### src/rtl/int_square_pkg.sv
// Shared constants for the sequential squarer.
// State encodings match the integer square-root block so the two can share decode logic.
package int_square_pkg;

    localparam int unsigned DEFAULT_WIDTH = 16;
    localparam int unsigned STATE_W       = 2;

    localparam logic [STATE_W-1:0] ST_IDLE = 2'b00;
    localparam logic [STATE_W-1:0] ST_MUL  = 2'b01;
    localparam logic [STATE_W-1:0] ST_DONE = 2'b10;

endpackage

### src/rtl/int_square_if.sv
// start/done_stb handshake bundle for the squarer.
// The master side issues operands; the slave side is the squarer.
interface int_square_if #(
    parameter int unsigned WIDTH = 16
);
    logic                 start;
    logic [WIDTH-1:0]     n;
    logic                 busy;
    logic                 done_stb;
    logic [2*WIDTH-1:0]   result;

    modport master (
        output start,
        output n,
        input  busy,
        input  done_stb,
        input  result
    );

    modport slave (
        input  start,
        input  n,
        output busy,
        output done_stb,
        output result
    );
endinterface

### src/rtl/int_square.sv
// Sequential integer squarer: result = n*n by shift-and-add, one multiplier bit per cycle.
// Fixed latency of WIDTH+1 cycles from accept to done_stb.
module int_square
    import int_square_pkg::*;
#(
    parameter int unsigned WIDTH = DEFAULT_WIDTH
) (
    input  logic         clk,
    input  logic         rst,
    int_square_if.slave  bus
);

    localparam int unsigned RES_W = 2 * WIDTH;
    localparam int unsigned CNT_W = $clog2(WIDTH + 1);

    logic [STATE_W-1:0] state_q, state_d;
    logic [RES_W-1:0]   acc_q, acc_d;
    logic [RES_W-1:0]   mcand_q, mcand_d;
    logic [WIDTH-1:0]   mplr_q, mplr_d;
    logic [CNT_W-1:0]   cnt_q, cnt_d;
    logic               busy_q, busy_d;
    logic               done_stb_q, done_stb_d;
    logic [RES_W-1:0]   result_q, result_d;

    // State and datapath registers
    always_ff @(posedge clk or posedge rst) begin
        if (rst) begin
            state_q    <= ST_IDLE;
            acc_q      <= '0;
            mcand_q    <= '0;
            mplr_q     <= '0;
            cnt_q      <= '0;
            busy_q     <= 1'b0;
            done_stb_q <= 1'b0;
            result_q   <= '0;
        end else begin
            state_q    <= state_d;
            acc_q      <= acc_d;
            mcand_q    <= mcand_d;
            mplr_q     <= mplr_d;
            cnt_q      <= cnt_d;
            busy_q     <= busy_d;
            done_stb_q <= done_stb_d;
            result_q   <= result_d;
        end
    end

    // Next-state and add/shift step
    always_comb begin
        state_d    = state_q;
        acc_d      = acc_q;
        mcand_d    = mcand_q;
        mplr_d     = mplr_q;
        cnt_d      = cnt_q;
        busy_d     = busy_q;
        done_stb_d = 1'b0;
        result_d   = result_q;

        case (state_q)
            ST_IDLE: begin
                busy_d = 1'b0;
                if (bus.start) begin
                    acc_d   = '0;
                    mcand_d = {{WIDTH{1'b0}}, bus.n};
                    mplr_d  = bus.n;
                    cnt_d   = CNT_W'(WIDTH);
                    busy_d  = 1'b1;
                    state_d = ST_MUL;
                end
            end
            ST_MUL: begin
                // No early exit when mplr drains to zero: latency stays fixed.
                if (mplr_q[0]) begin
                    acc_d = acc_q + mcand_q;
                end
                mcand_d = mcand_q << 1;
                mplr_d  = mplr_q >> 1;
                cnt_d   = cnt_q - CNT_W'(1);
                if (cnt_q == CNT_W'(1)) begin
                    state_d = ST_DONE;
                end
            end
            ST_DONE: begin
                result_d   = acc_q;
                done_stb_d = 1'b1;
                busy_d     = 1'b1;
                state_d    = ST_IDLE;
            end
            default: begin
                busy_d  = 1'b0;
                state_d = ST_IDLE;
            end
        endcase
    end

    assign bus.busy     = busy_q;
    assign bus.done_stb = done_stb_q;
    assign bus.result   = result_q;

endmodule

### src/flat_wrapper.sv
// flat-port wrapper written by rule: the top's interface ports become plain ports
module int_square_flat import int_square_pkg::*;
#(
    parameter int unsigned WIDTH = DEFAULT_WIDTH
)
  (clk, rst, bus_start, bus_n, bus_busy, bus_done_stb, bus_result);
  int_square_if #(.WIDTH(WIDTH)) bus_i ();
  input  logic clk;
  input  logic rst;
  input wire logic [$bits(bus_i.start)-1:0] bus_start;
  input wire logic [$bits(bus_i.n)-1:0] bus_n;
  output wire logic [$bits(bus_i.busy)-1:0] bus_busy;
  output wire logic [$bits(bus_i.done_stb)-1:0] bus_done_stb;
  output wire logic [$bits(bus_i.result)-1:0] bus_result;
  assign bus_i.start = bus_start;
  assign bus_i.n = bus_n;
  assign bus_busy = bus_i.busy;
  assign bus_done_stb = bus_i.done_stb;
  assign bus_result = bus_i.result;
  int_square #(.WIDTH(WIDTH)) u_core (.clk(clk), .rst(rst), .bus(bus_i));
endmodule
### config.mk
export PLATFORM = sky130hd
export DESIGN_NAME = int_square_flat
export DESIGN_NICKNAME = d
export VERILOG_FILES = /design/src/rtl/int_square_pkg.sv /design/src/rtl/int_square_if.sv /design/src/rtl/int_square.sv /design/src/flat_wrapper.sv
export SDC_FILE = /design/constraint.sdc
export NUM_CORES = 1
export LEC_CHECK = 0
export ABC_AREA = 1
export CORE_ASPECT_RATIO = 1.1
export CORE_MARGIN = 1.5
export CORE_UTILIZATION = 55
export CTS_CLUSTER_SIZE = 24
export DETAILED_ROUTE_END_ITERATION = 8
export PLACE_DENSITY = 0.76
export SYNTH_ARGS = -nofsm -noshare
export SYNTH_HDL_FRONTEND = slang
export SYNTH_SLANG_ARGS = --single-unit
### constraint.sdc
create_clock -name clk -period 9.75 [get_ports clk]
set_input_delay 0.975 -clock clk [delete_from_list [all_inputs] [get_ports clk]]
set_output_delay 0.975 -clock clk [all_outputs]
set_load 0.03 [all_outputs]
Word level (Yosys, flattened, before mapping):

Cells that the tools add are included.

* register bits: 121
* bits in latches: 0
* memory bits (writable): 0
* memory bits (read-only): 0
* output and inout bits: 34
* logic and storage cells: 36
* memories kept: 0

* $add $sub $neg: 2
* $mul: 0
* div/mod/pow operators: 0
* order comparisons: 0
* equality and inequality tests: 6
* shifts and indexed selects: 0
* multiplexer cells: 15
* bitwise logic cells: 0
* reduce and logical (&&, ||, !) cells: 5

Operators with widths (count)
* one-hot mux 32 bit (2 select lines): 2
* two-way mux 32 bit: 3
* adder 32 bit: 1
* one-hot mux 16 bit (2 select lines): 1
* two-way mux 16 bit: 1
* one-hot mux 5 bit (2 select lines): 1
* == test 5 x 1 -> 1 bit, second input constant: 1
* two-way mux 5 bit: 1
* subtractor 5 x 1 -> 5 bit, second input constant: 1
* two-way mux 2 bit: 2
* inequality test 2 x 1 -> 1 bit, second input constant: 2
* one-hot mux 2 bit (2 select lines): 1
* AND reduction 2 bit: 2
* one-hot mux 1 bit (3 select lines): 1
* AND reduction 3 bit: 1
* == test 2 x 1 -> 1 bit, second input constant: 1
* == test 2 bit, second input constant: 1
* zero test 2 bit: 1
* two-way mux 1 bit: 2
* inequality test 2 bit, second input constant: 1
* nonzero test 2 bit: 1

Longest topological paths before layout:

Gate-level depths: netlist (run 1).

* depth in word-level cells: 3
* mapped depth: 14
* mapped depth without buffers: 14

Least setup slack after synthesis (run 1):

OpenSTA, ideal clock, no wires.

* kind: flip-flop to flip-flop
* start: register u_core.mcand_q[0]
* end: register u_core.acc_q[20]
* library setup time: 0.126 ns
* data arrival time: 1.684 ns
* data required time: 9.624 ns
* setup slack: 7.940 ns
* cell stages (with the launch flop): 14
* path buffers: 0
* cell sequence: dfrtp_1 -> ha_1 -> inv_1 -> fa_1 -> inv_1 -> nand3_1 -> nand3_1 -> nand2_1 -> nand3_1 -> nand2_1 -> nand2_1 -> nand2_1 -> nand3_1 -> o21ai_0

* longest elaborated chain between the ends: 3

Ends and longest elaborated chain
* start: declaration: RTL line int_square.sv:18 `logic [RES_W-1:0] mcand_q, mcand_d;`
* start signal: assignment: RTL line int_square.sv:39 `mcand_q <= mcand_d;`
* adder 32 bit: RTL line int_square.sv:74 `acc_d = acc_q + mcand_q;`
* two-way mux 32 bit: RTL line int_square.sv:73 `if (mplr_q[0]) begin`
* one-hot mux 32 bit (2 select lines): RTL line int_square.sv:59 `case (state_q)`
* end signal: assignment: RTL line int_square.sv:29 `acc_q <= '0;`
* end signal: assignment: RTL line int_square.sv:38 `acc_q <= acc_d;`
* end: declaration: RTL line int_square.sv:17 `logic [RES_W-1:0] acc_q, acc_d;`

No other way between the ends. The select of a mux whose other input is x is not followed.
A chain may end at the register's enable or synchronous reset.

Final worst setup path (run 1):

* start: register u_core.state_q[0]
* end: register u_core.acc_q[2]

* longest elaborated chain between the ends: 3
* elaborated cells on any way between the ends: 7

Ends and longest elaborated chain
* start: declaration: RTL line int_square.sv:16 `logic [STATE_W-1:0] state_q, state_d;`
* start signal: assignment: RTL line int_square.sv:37 `state_q <= state_d;`
* == test 2 x 1 -> 1 bit / zero test 2 bit (equally long branches): RTL line int_square.sv:59
* inequality test 2 x 1 -> 1 bit (no line), or another cell as far along
* AND reduction 3 bit (no line)

Parallel ways exist; a longest one is shown, timed or not.

==> results.md, run 1 <==
- Worst IR drop on VDD: 0.2587 mV
- Crit path top cell by count: inv_2
- Crit Path Max Fanout: 32
- Share of cells above drive strength 1: 4.830%
- Synth Flop Type: dfrtp_1
- Core ar.: 12,590 um2
- Status: completed
- Initial antenna violation count: 0
- GP Congestion: 0.9246
- Root buf cell: clkbuf_16
- DP Area: 7677 um2
- Power after layout: 2.843 mW
- Die area: 13,600 um2
- Drt via density: 5.120
- Starting Density: 56.38%
- Critical Path RT: 10.10 ns
- Die height: 122.1 um
- Largest net degree at the start of global routing: 73
- Final Max Tran Viols: 0
- GRT Util Overall: 26.29%
- RSZ-0062 raised after global routing: no
- Clock-pin slew on the worst setup and hold paths: 0.05 ns
- DRT antenna net count: 0
- Post-CTS Setup Bufs: 0
- Final nets: 1,098
- Antenna Cells: 0
- Area Overhead vs Synth: 16.73%
- Chip Width: 111.3 um
- PD cells: 343.2 nW/um2
- CTS tree: done
- Post-synth ARST share: 100.0%
- MaxCap Viol Count: 0
- Hold Slack: 0.4675 ns
- Clock Sinks: 121
- Crit path capture type: flop
- First-pass GRT wire length: 27.80 mm
- CP max stage cell: nor2_4
- CP Launch Type: flop
- Iteration-0 DRC Markers: 405
- First-pass DRT Iterations: 5
- Wire per inst: 13.68 um
- Post-CTS sizing: 0
- I/O pins: 53
- Vias post-DR: 6,210
- # DRC: 0
- Critical path class: reg2reg
- H-tree depth: 4
- CTS Buffer Depth: 2
- CTS buffer count: 17
- DRT Wirelength: 16.59 mm
- Yosys warnings: 0
- Final Setup Violations: 0
- Worst Hold Class: reg2reg
- Worst path max stage delay: 0.60 ns
- Rows: 43
- Post-Synthesis Net Count: 1,050
- Worst EP arrival: 3.07 ns
- Total global routing overflow: 0
- Seq cells post-synth: 121
- Post-synth EDFFs: 0
- Worst rel slew slack: 42.17%
- Crit path time final: 2.722 ns
- Avg Cell Area, Syn: 7.119 um2
- Synthesized area: 7098 um2
- Vias in the first global route: 5,798
- Synth Instances: 997
- Leakage: 4.534 nW
- Pre-CTS WS: 6.910 ns
- Setup_tns: 0 ns
- Hold_buf cts: 0
- Register area share after synthesis: 42.66%
- Final Hold Fails: 0
- Synth unique cells: 37
- Clk_lat worst skew: 0.43 ns
- PortBufs: 52
- Fmax: 367.3 MHz
- Final period utilization: 27.92%
- Design Area, Final: 8285 um2
- Skew final: 0.01015 ns
- Final worst slack: 7.028 ns
- Cell Chain, Critical Path: inv_2, nor2_4, nand2_2, inv_2, nor2_4, inv_2, o211ai_2, o21ai_0
- Slew @ Worst Pin: 0.8674 ns
- Dpl hpwl: 12.11 mm
power breakdown:
group	internal, mW	switching (mW)	total [mW]
logic	0.457	0.875	1.33
registers	0.708	0.146	0.854
clock network	0.435	0.222	0.657
metal layers:
layer | track usage, % | vias to the layer above | share of wire (%)
li1 | - | 3209 | -
met2 | 40.76 | 167 | 43
met5 | 0 | - | 0
met1 | 36.25 | 2799 | 47
met4 | 11.23 | 0 | 3.1
met3 | 5.174 | 35 | 6.7
state kept, by name (all words and copies together) (netlist names):
| signal | count |
|---|---|
| u_core.acc_q | 32 |
| u_core.bus.busy | 1 |
| u_core.bus.done_stb | 1 |
| u_core.bus.result | 32 |
| u_core.cnt_q | 5 |
| u_core.mcand_q | 32 |
| u_core.mplr_q | 16 |
| u_core.state_q | 2 |
worst max-delay path, delay by kind of cell (launching register included):
family	cells	cell delay (ns)
and+or+nand+nor	3	1.12
buffers and inverters	3	0.88
DFF	1	0.40
AOI/OAI and AO/OA	2	0.21
final timing paths:
check                           slack (ns)  cells past startpoint                           endpoint                         startpoint
worst min-delay path                  0.47                      2  u_core.bus.result[18]$_DFFE_PP0P_  u_core.bus.result[18]$_DFFE_PP0P_
max in group asynchronous             7.46                      3       u_core.mplr_q[9]$_DFFE_PP0P_                                rst
worst min register to register        0.47                      2  u_core.bus.result[18]$_DFFE_PP0P_  u_core.bus.result[18]$_DFFE_PP0P_
min in group asynchronous             0.98                      2   u_core.bus.result[2]$_DFFE_PP0P_                                rst
worst max-delay path                  7.03                      8        u_core.acc_q[2]$_DFFE_PP0P_      u_core.state_q[0]$_DFFE_PP0P_
worst max register to register        7.03                      8        u_core.acc_q[2]$_DFFE_PP0P_      u_core.state_q[0]$_DFFE_PP0P_
through the flow:
| step | cells | utilization (%) |
|---|---|---|
| after floorplan | 997 | - |
| after global placement | 1183 | 60.98 |
| after detailed placement | 1183 | 60.98 |
| after CTS | 1213 | 65.81 |
| after global routing | 1213 | 65.81 |
| final | 1213 | 65.81 |
cell usage after synthesis, types with 7 or more instances:
cell type,instances,share of area (%)
buf_2,7,0.49
a21oi_1,28,2.0
inv_2,7,0.37
clkbuf_1,8,0.42
dfrtp_1,121,43
nand2_1,394,21
ha_1,33,5.8
o22ai_1,22,1.9
nand3_1,66,4.7
o21ai_0,48,3.4
nor2_1,47,2.5
inv_1,165,8.7
area by class of cell:
type                    instances  area, um2
fillers                      1159       4304
multi-input cells             678       3266
flip-flops and latches        121       3028
inverters                     173      651.9
repair buffers                 54      535.5
clock buffers                  21      460.4
well taps                     157      196.4
clock inverters                 9      147.6
layout by cell type, fill, tap and decap left out, types with 5 or more instances in the layout:
master           Yosys  layout
nand3_1             66      66
o22ai_1             22      22
dfrtp_1            121     121
ha_1                33      33
clkdlybuf4s50_1      0      52
nor2_1              47      47
a21oi_1             28      28
inv_1              165     164
inv_2                7       7
nand2_1            394     394
o211ai_2             5       5
clkbuf_16            0      17
o21ai_0             48      48
kinds of logic after synthesis:
logic type	Yosys count	synth area share (%)
buffers and inverters	198	11.33
multiplexers	1	0.1410
AND/OR/NAND/NOR	524	30.00
adder cells (fa/ha/maj)	34	6.099
XOR/XNOR	1	0.1234
AO/OA/AOI/OAI	118	9.642
flip-flops	121	42.66
Note: power is estimated with default switching activity, not from simulation.
==> run 2: changes to the inputs <==
==> constraint.sdc (replaced) <==
create_clock -name clk -period 2.6 [get_ports clk]
set_input_delay 0.26 -clock clk [delete_from_list [all_inputs] [get_ports clk]]
set_output_delay 0.26 -clock clk [all_outputs]
set_load 0.03 [all_outputs]
==> run 2 against run 1 <==
Sequential power increased to 3.7 times the previous value. Total power increased to 3.8 times the previous value. Sequential cell count unchanged. Combinational power increased to 3.8 times the previous value. Critical path depth increased by 5. Cell count increased by 0.41%. Non-clock buffer count increased by 6. Cell area increased by 0.95%. Via count increased by 1.8%. Critical path type unchanged. Critical endpoint is now u_core.acc_q[24]$_DFFE_PP0P_.
==> results.md, run 2 (synthesized netlist as in run 1, its figures left out) <==
- Status: completed
- Area Overhead vs Synth: 17.84%
- Dpl hpwl: 12.59 mm (+3.9%)
- Final worst slack: 0.4527 ns (-6.575 ns)
- DRT antenna net count: 0 (unchanged)
- Post-CTS Setup Bufs: 0 (unchanged)
- RSZ-0062 raised after global routing: no
- Clock Sinks: 121 (unchanged)
- Leakage: 4.566 nW (+0.70%)
- CTS Buffer Depth: 2 (unchanged)
- Slew @ Worst Pin: 0.4925 ns (-0.3749 ns)
- Power after layout: 10.79 mW (+280%)
- Final period utilization: 82.59% (+55 points)
- MaxCap Viol Count: 0 (unchanged)
- CTS buffer count: 17 (unchanged)
- PD cells: 1290 nW/um2 (+280%)
- Crit path time final: 2.147 ns (-0.5750 ns)
- GR Layer Usage met2: 42.14% (+1.4 points)
- Gr busiest metal: met2
- Worst EP arrival: 2.46 ns (-0.61 ns)
- Cell Chain, Critical Path: ha_1, inv_1, fa_1, inv_1, nand3_1, nand3_1, nand2_1, nand2_1, nand2_1, nand3_1, nand2_1, nand3_1, nand2_1
- Most frequent cells in the layout: nand2_1 (394), inv_1 (164), dfrtp_1 (121)
- Die height: 122.1 um (unchanged)
- Design Area, Final: 8364 um2 (+0.95%)
- DRT Wirelength: 17.15 mm (+3.4%)
- Critical path class: reg2reg
- PortBufs: 52 (unchanged)
- Grt met3 use: 4.876% (-0.30 points)
- Largest net degree at the start of global routing: 53 (-27%)
- Crit Path Max Fanout: 5 (-84%)
- DP Area: 7749 um2 (+0.93%)
- Worst Hold Class: in2async
- Clk_lat worst skew: 0.43 ns (about the same)
- Critical Path RT: 2.91 ns (-7.19 ns)
- Setup_tns: 0 ns (unchanged)
- Antenna Cells: 0 (unchanged)
- Wire per inst: 14.08 um (+2.9%)
- Root buf cell: clkbuf_16
- CP Launch Type: flop
- Fillers: 1,158 (-0.086%)
- Worst rel slew slack: 67.17% (+25 points)
- Total global routing overflow: 0 (unchanged)
- Inst Count DP: 1,189 (+0.51%)
- First-pass DRT Iterations: 5 (unchanged)
- Final Hold Fails: 0 (unchanged)
- Initial antenna violation count: 0 (unchanged)
- Vias post-DR: 6,324 (+1.8%)
- Worst path max stage delay: 0.36 ns (-0.24 ns)
- Crit path top cell by count: nand2_1
- Iteration-0 DRC Markers: 371 (-8.4%)
- H-tree depth: 4 (unchanged)
- CTS tree: done
- Skew final: 0.005849 ns (-0.004298 ns)
- Starting Density: 56.38% (unchanged)
- Core ar.: 12,590 um2 (unchanged)
- Pre-CTS WS: 0.4763 ns (-6.434 ns)
- Worst IR drop on VDD: 0.7148 mV (+180%)
- Share of cells above drive strength 1: 5.372% (+0.54 points)
- Chip Width: 111.3 um (unchanged)
- Vias in the first global route: 5,911 (+1.9%)
- Drt via density: 5.192 (+1.4%)
- Final Max Tran Viols: 0 (unchanged)
- Reg2Reg Setup Slack: 0.45 ns (-6.58 ns)
- Crit path capture type: flop
- I/O pins: 53 (unchanged)
- # DRC: 0 (unchanged)
- Met1 global-route usage: 39.01% (+2.8 points)
- Fmax: 465.7 MHz (+27%)
- Hold_buf cts: 0 (unchanged)
- Most common cell after layout, fill and taps aside: nand2_1
- GP Congestion: 0.9319 (+0.79%)
- Final Setup Violations: 0 (unchanged)
- Final nets: 1,104 (+0.55%)
- Rows: 43 (unchanged)
- Post-CTS sizing: 0 (unchanged)
- CP max stage cell: dfrtp_1
- Die area: 13,600 um2 (unchanged)
- First-pass GRT wire length: 28.91 mm (+4.0%)
- Fin cells: 1,218 (+0.41%)
- GRT Util Overall: 27.44% (+1.2 points)
- Clock-pin slew on the worst setup and hold paths: 0.05 ns (about the same)
run 2: cell count changes in the layout (fill, tap and decap cells not counted), moves of 2 or more:
| cell | previous run | this run |
|---|---|---|
| buf_4 | 2 | 6 |
| buf_12 | 0 | 2 |
| clkinv_2 | 4 | 2 |
| clkinvlp_4 | 1 | 3 |
run 2: through the flow:
step / hold WS, ns / util [%]
finish: 0.1871 / 66.44
global route: 0.2170 / 66.44
CTS: 0.1927 / 66.44
detailed placement: 0.4499 / 61.55
global placement: 0.4474 / 61.55
floorplan: 0.3956 / -
run 2: worst max-delay path, delay by kind of cell, from the launching register on:
family                     cells  cell delay, ns
DFF                            1            0.36
adders and majority gates      2            0.61
and+or+nand+nor                9            0.83
buffers and inverters          2            0.24
run 2: final cells by class:
type                       instances  area (um2)  share of cell area, %
clock buffer                      21       470.5                  5.625
clock inverter                     8       145.1                  1.735
inverter                         173       653.1                  7.809
multi-input combinational        678        3266                  39.04
sequential                       121        3028                  36.20
tap                              157       196.4                  2.349
timing repair buffer              60       605.6                  7.240
run 2: per-layer routing:
layer / vias to the layer above / wire, um
li1: 3220 / -
met1: 2903 / 8287
met2: 171 / 7463
met3: 30 / 995
met4: 0 / 404
met5: - / 0
run 2: path summary, 6_finish.rpt:
kind / from / depth (start not counted) / to
setup / recovery: u_core.mcand_q[0]$_DFFE_PP0P_ / 13 / u_core.acc_q[24]$_DFFE_PP0P_
setup reg to reg: u_core.mcand_q[0]$_DFFE_PP0P_ / 13 / u_core.acc_q[24]$_DFFE_PP0P_
hold reg to reg: u_core.cnt_q[4]$_DFFE_PP0P_ / 1 / u_core.cnt_q[4]$_DFFE_PP0P_
max in group asynchronous: rst / 3 / u_core.mcand_q[7]$_DFFE_PP0P_
min in group clk: bus_n[0] / 3 / u_core.mcand_q[0]$_DFFE_PP0P_
hold / removal: rst / 2 / u_core.bus.done_stb$_DFF_PP0_
run 2: power breakdown:
| group | total, mW | leakage [nW] | internal, mW | switching, mW |
|---|---|---|---|---|
| Clock | 2.49 | 0.297 | 1.66 | 0.830 |
| Sequential | 3.19 | 1.51 | 2.65 | 0.536 |
| Combinational | 5.11 | 2.76 | 1.75 | 3.36 |
| Total | 10.8 | 4.57 | 6.06 | 4.73 |
==> run 3: changes to the inputs <==
==> constraint.sdc (replaced) <==
create_clock -name clk -period 2.03 [get_ports clk]
set_input_delay 0.203 -clock clk [delete_from_list [all_inputs] [get_ports clk]]
set_output_delay 0.203 -clock clk [all_outputs]
set_load 0.03 [all_outputs]
==> run 3 against run 2 <==
Sequential power up 30%. First-iteration DRC count increased by 18%. Clock skew up 0.0029 ns. Worst setup slack worse by 0.34 ns. Global-route usage down 0.70 points. Critical path type unchanged. Routed wire length decreased by 0.44%. Core utilization increased by 1.8 points. Sequential cell count unchanged. Combinational power rose by 36%. Via count increased by 0.49%. Register-to-register slack got worse by 0.34 ns. Sequential share of layout area is 0.94 points lower.
==> results.md, run 3 (synthesized netlist as in run 1, its figures left out) <==
- Area Overhead vs Synth: 20.99%
- Fillers: 1,073 (-7.3%)
- Clock Sinks: 121 (unchanged)
- # DRC: 0 (unchanged)
- Critical path class: reg2reg
- Die height: 122.1 um (unchanged)
- Drt via density: 5.175 (-0.33%)
- DRT Wirelength: 17.07 mm (-0.44%)
- Rows: 43 (unchanged)
- GP Congestion: 0.9786 (+5.0%)
- Fin cells: 1,228 (+0.82%)
- Sequential Power Share: 29.3% (-0.3 points)
- Die area: 13,600 um2 (unchanged)
- Worst EP arrival: 2.24 ns (-0.22 ns)
- DRT antenna net count: 0 (unchanged)
- CTS Buffer Depth: 2 (unchanged)
- Final nets: 1,114 (+0.91%)
- Vias in the first global route: 5,963 (+0.88%)
- Critical Path RT: 2.35 ns (-0.56 ns)
- First-pass GRT wire length: 28.32 mm (-2.1%)
- Leakage: 4.621 nW (+1.2%)
- Hold_buf cts: 0 (unchanged)
- Wire per inst: 13.90 um (-1.3%)
- CTS tree: done
- Dpl hpwl: 12.53 mm (-0.47%)
- Largest net degree at the start of global routing: 52 (-1.9%)
- Crit path time final: 1.918 ns (-0.2293 ns)
- Final Setup Violations: 0 (unchanged)
- Fmax: 521.4 MHz (+12%)
- Reg2Reg Setup Slack: 0.11 ns (-0.34 ns)
- MaxCap Viol Count: 0 (unchanged)
- CP Launch Type: flop
- Crit Path Max Fanout: 5 (unchanged)
- Status: completed
- Worst rel slew slack: 68.23% (+1.1 points)
- Skew final: 0.008710 ns (+0.002861 ns)
- Vias post-DR: 6,355 (+0.49%)
- GRT Util Overall: 26.74% (-0.70 points)
- Pint: 8.007 mW (+32%)
- Clk pwr share: 21.7% (-1.3 points)
- Worst Hold Class: in2async
- Most frequent cells in the layout: nand2_1 (390), inv_1 (163), dfrtp_1 (121)
- Most common cell after layout, fill and taps aside: nand2_1
- Clk_lat worst skew: 0.43 ns (about the same)
- Final Hold Fails: 0 (unchanged)
- Crit path capture type: flop
- Logic pwr share: 49.0% (+1.6 points)
- Core ar.: 12,590 um2 (unchanged)
- Chip Width: 111.3 um (unchanged)
- Clock-pin slew on the worst setup and hold paths: 0.06 ns (about the same)
- Iteration-0 DRC Markers: 436 (+18%)
- Initial antenna violation count: 0 (unchanged)
- PD cells: 1653 nW/um2 (+28%)
- Setup_tns: 0 ns (unchanged)
- Antenna Cells: 0 (unchanged)
- Sw frac: 43.58% (-0.22 points)
- Slew @ Worst Pin: 0.4754 ns (-0.01707 ns)
- Root buf cell: clkbuf_16
- I/O pins: 53 (unchanged)
- Share of cells above drive strength 1: 8.403% (+3.0 points)
- Psw: 6.186 mW (+31%)
- PortBufs: 52 (unchanged)
- H-tree depth: 4 (unchanged)
- Worst IR drop on VDD: 0.9057 mV (+27%)
- Starting Density: 56.38% (unchanged)
- Inst Count DP: 1,197 (+0.67%)
- Final period utilization: 94.49% (+12 points)
- CTS buffer count: 17 (unchanged)
- Final Max Tran Viols: 0 (unchanged)
- Total global routing overflow: 0 (unchanged)
- First-pass DRT Iterations: 5 (unchanged)
[run 3: metrics by stage]
step / setup WS [ns] / power (mW) / utilization [%] / area (um2) / hold WS [ns]
after global placement: 0.008172 / 10.55 / 62.03 / 7809 / 0.4530
after detailed placement: -0.07211 / 10.67 / 62.03 / 7809 / 0.4572
after global routing: -0.02275 / 15.31 / 68.22 / 8588 / 0.1407
after floorplan: 0.2201 / 8.807 / - / 7102 / 0.3386
after CTS: 0.03329 / 13.82 / 66.88 / 8419 / 0.1095
final: 0.1119 / 14.19 / 68.22 / 8588 / 0.09996
[run 3: cell type report]
type	count	area, um2	share of cell area (%)
multi-input combinational	678	3430	39.93
sequential	121	3028	35.26
timing repair buffer	70	680.7	7.925
inverter	173	653.1	7.605
clock buffer	21	480.5	5.594
tap	157	196.4	2.287
clock inverter	8	120.1	1.399
[run 3: critical path: stages (launching register included)]
cell	delay, ns
dfrtp_1	0.42
ha_1	0.37
nand2_1	0.17
inv_1	0.06
nand2_1	0.07
nand2_1	0.06
a21oi_1	0.16
nand2_2	0.12
nand2_1	0.13
nand3_1	0.09
nand3_1	0.11
nand2_1	0.06
[run 3: path summary, 6_finish.rpt]
| check | startpoint | end | depth (start not counted) |
|---|---|---|---|
| worst max-delay path | u_core.mcand_q[8]$_DFFE_PP0P_ | u_core.acc_q[29]$_DFFE_PP0P_ | 11 |
| worst min-delay path | rst | u_core.acc_q[18]$_DFFE_PP0P_ | 2 |
| worst max register to register | u_core.mcand_q[8]$_DFFE_PP0P_ | u_core.acc_q[29]$_DFFE_PP0P_ | 11 |
| worst min register to register | u_core.bus.result[26]$_DFFE_PP0P_ | u_core.bus.result[26]$_DFFE_PP0P_ | 2 |
| max in group asynchronous | rst | u_core.mplr_q[6]$_DFFE_PP0P_ | 3 |
| min in group clk | bus_n[12] | u_core.mcand_q[12]$_DFFE_PP0P_ | 3 |
[run 3: power by group through the flow]
stage               combinational [mW]  clock, mW  sequential (mW)
finish                            6.96       3.08             4.15
CTS                               6.65       3.11             4.06
global placement                  6.50          0             4.05
detailed placement                6.60          0             4.07
global route                      7.83       3.22             4.26
floorplan                         4.44          0             4.36
[run 3: metal layers]
| metal | global-route usage [%] | up-vias | share of wire [%] |
|---|---|---|---|
| li1 | - | 3238 | - |
| met1 | 37.01 | 2919 | 48 |
| met2 | 41.64 | 166 | 45 |
| met3 | 4.776 | 32 | 4.7 |
| met4 | 11.63 | 0 | 2.2 |
| met5 | 0 | - | 0 |
[run 3: what timing repair did]
action | in CTS | in global routing
endpoints found under the setup margin | 4 | 14
setup buffers | 0 | 2
resized for setup | 3 | 24
pin swaps | 0 | 1
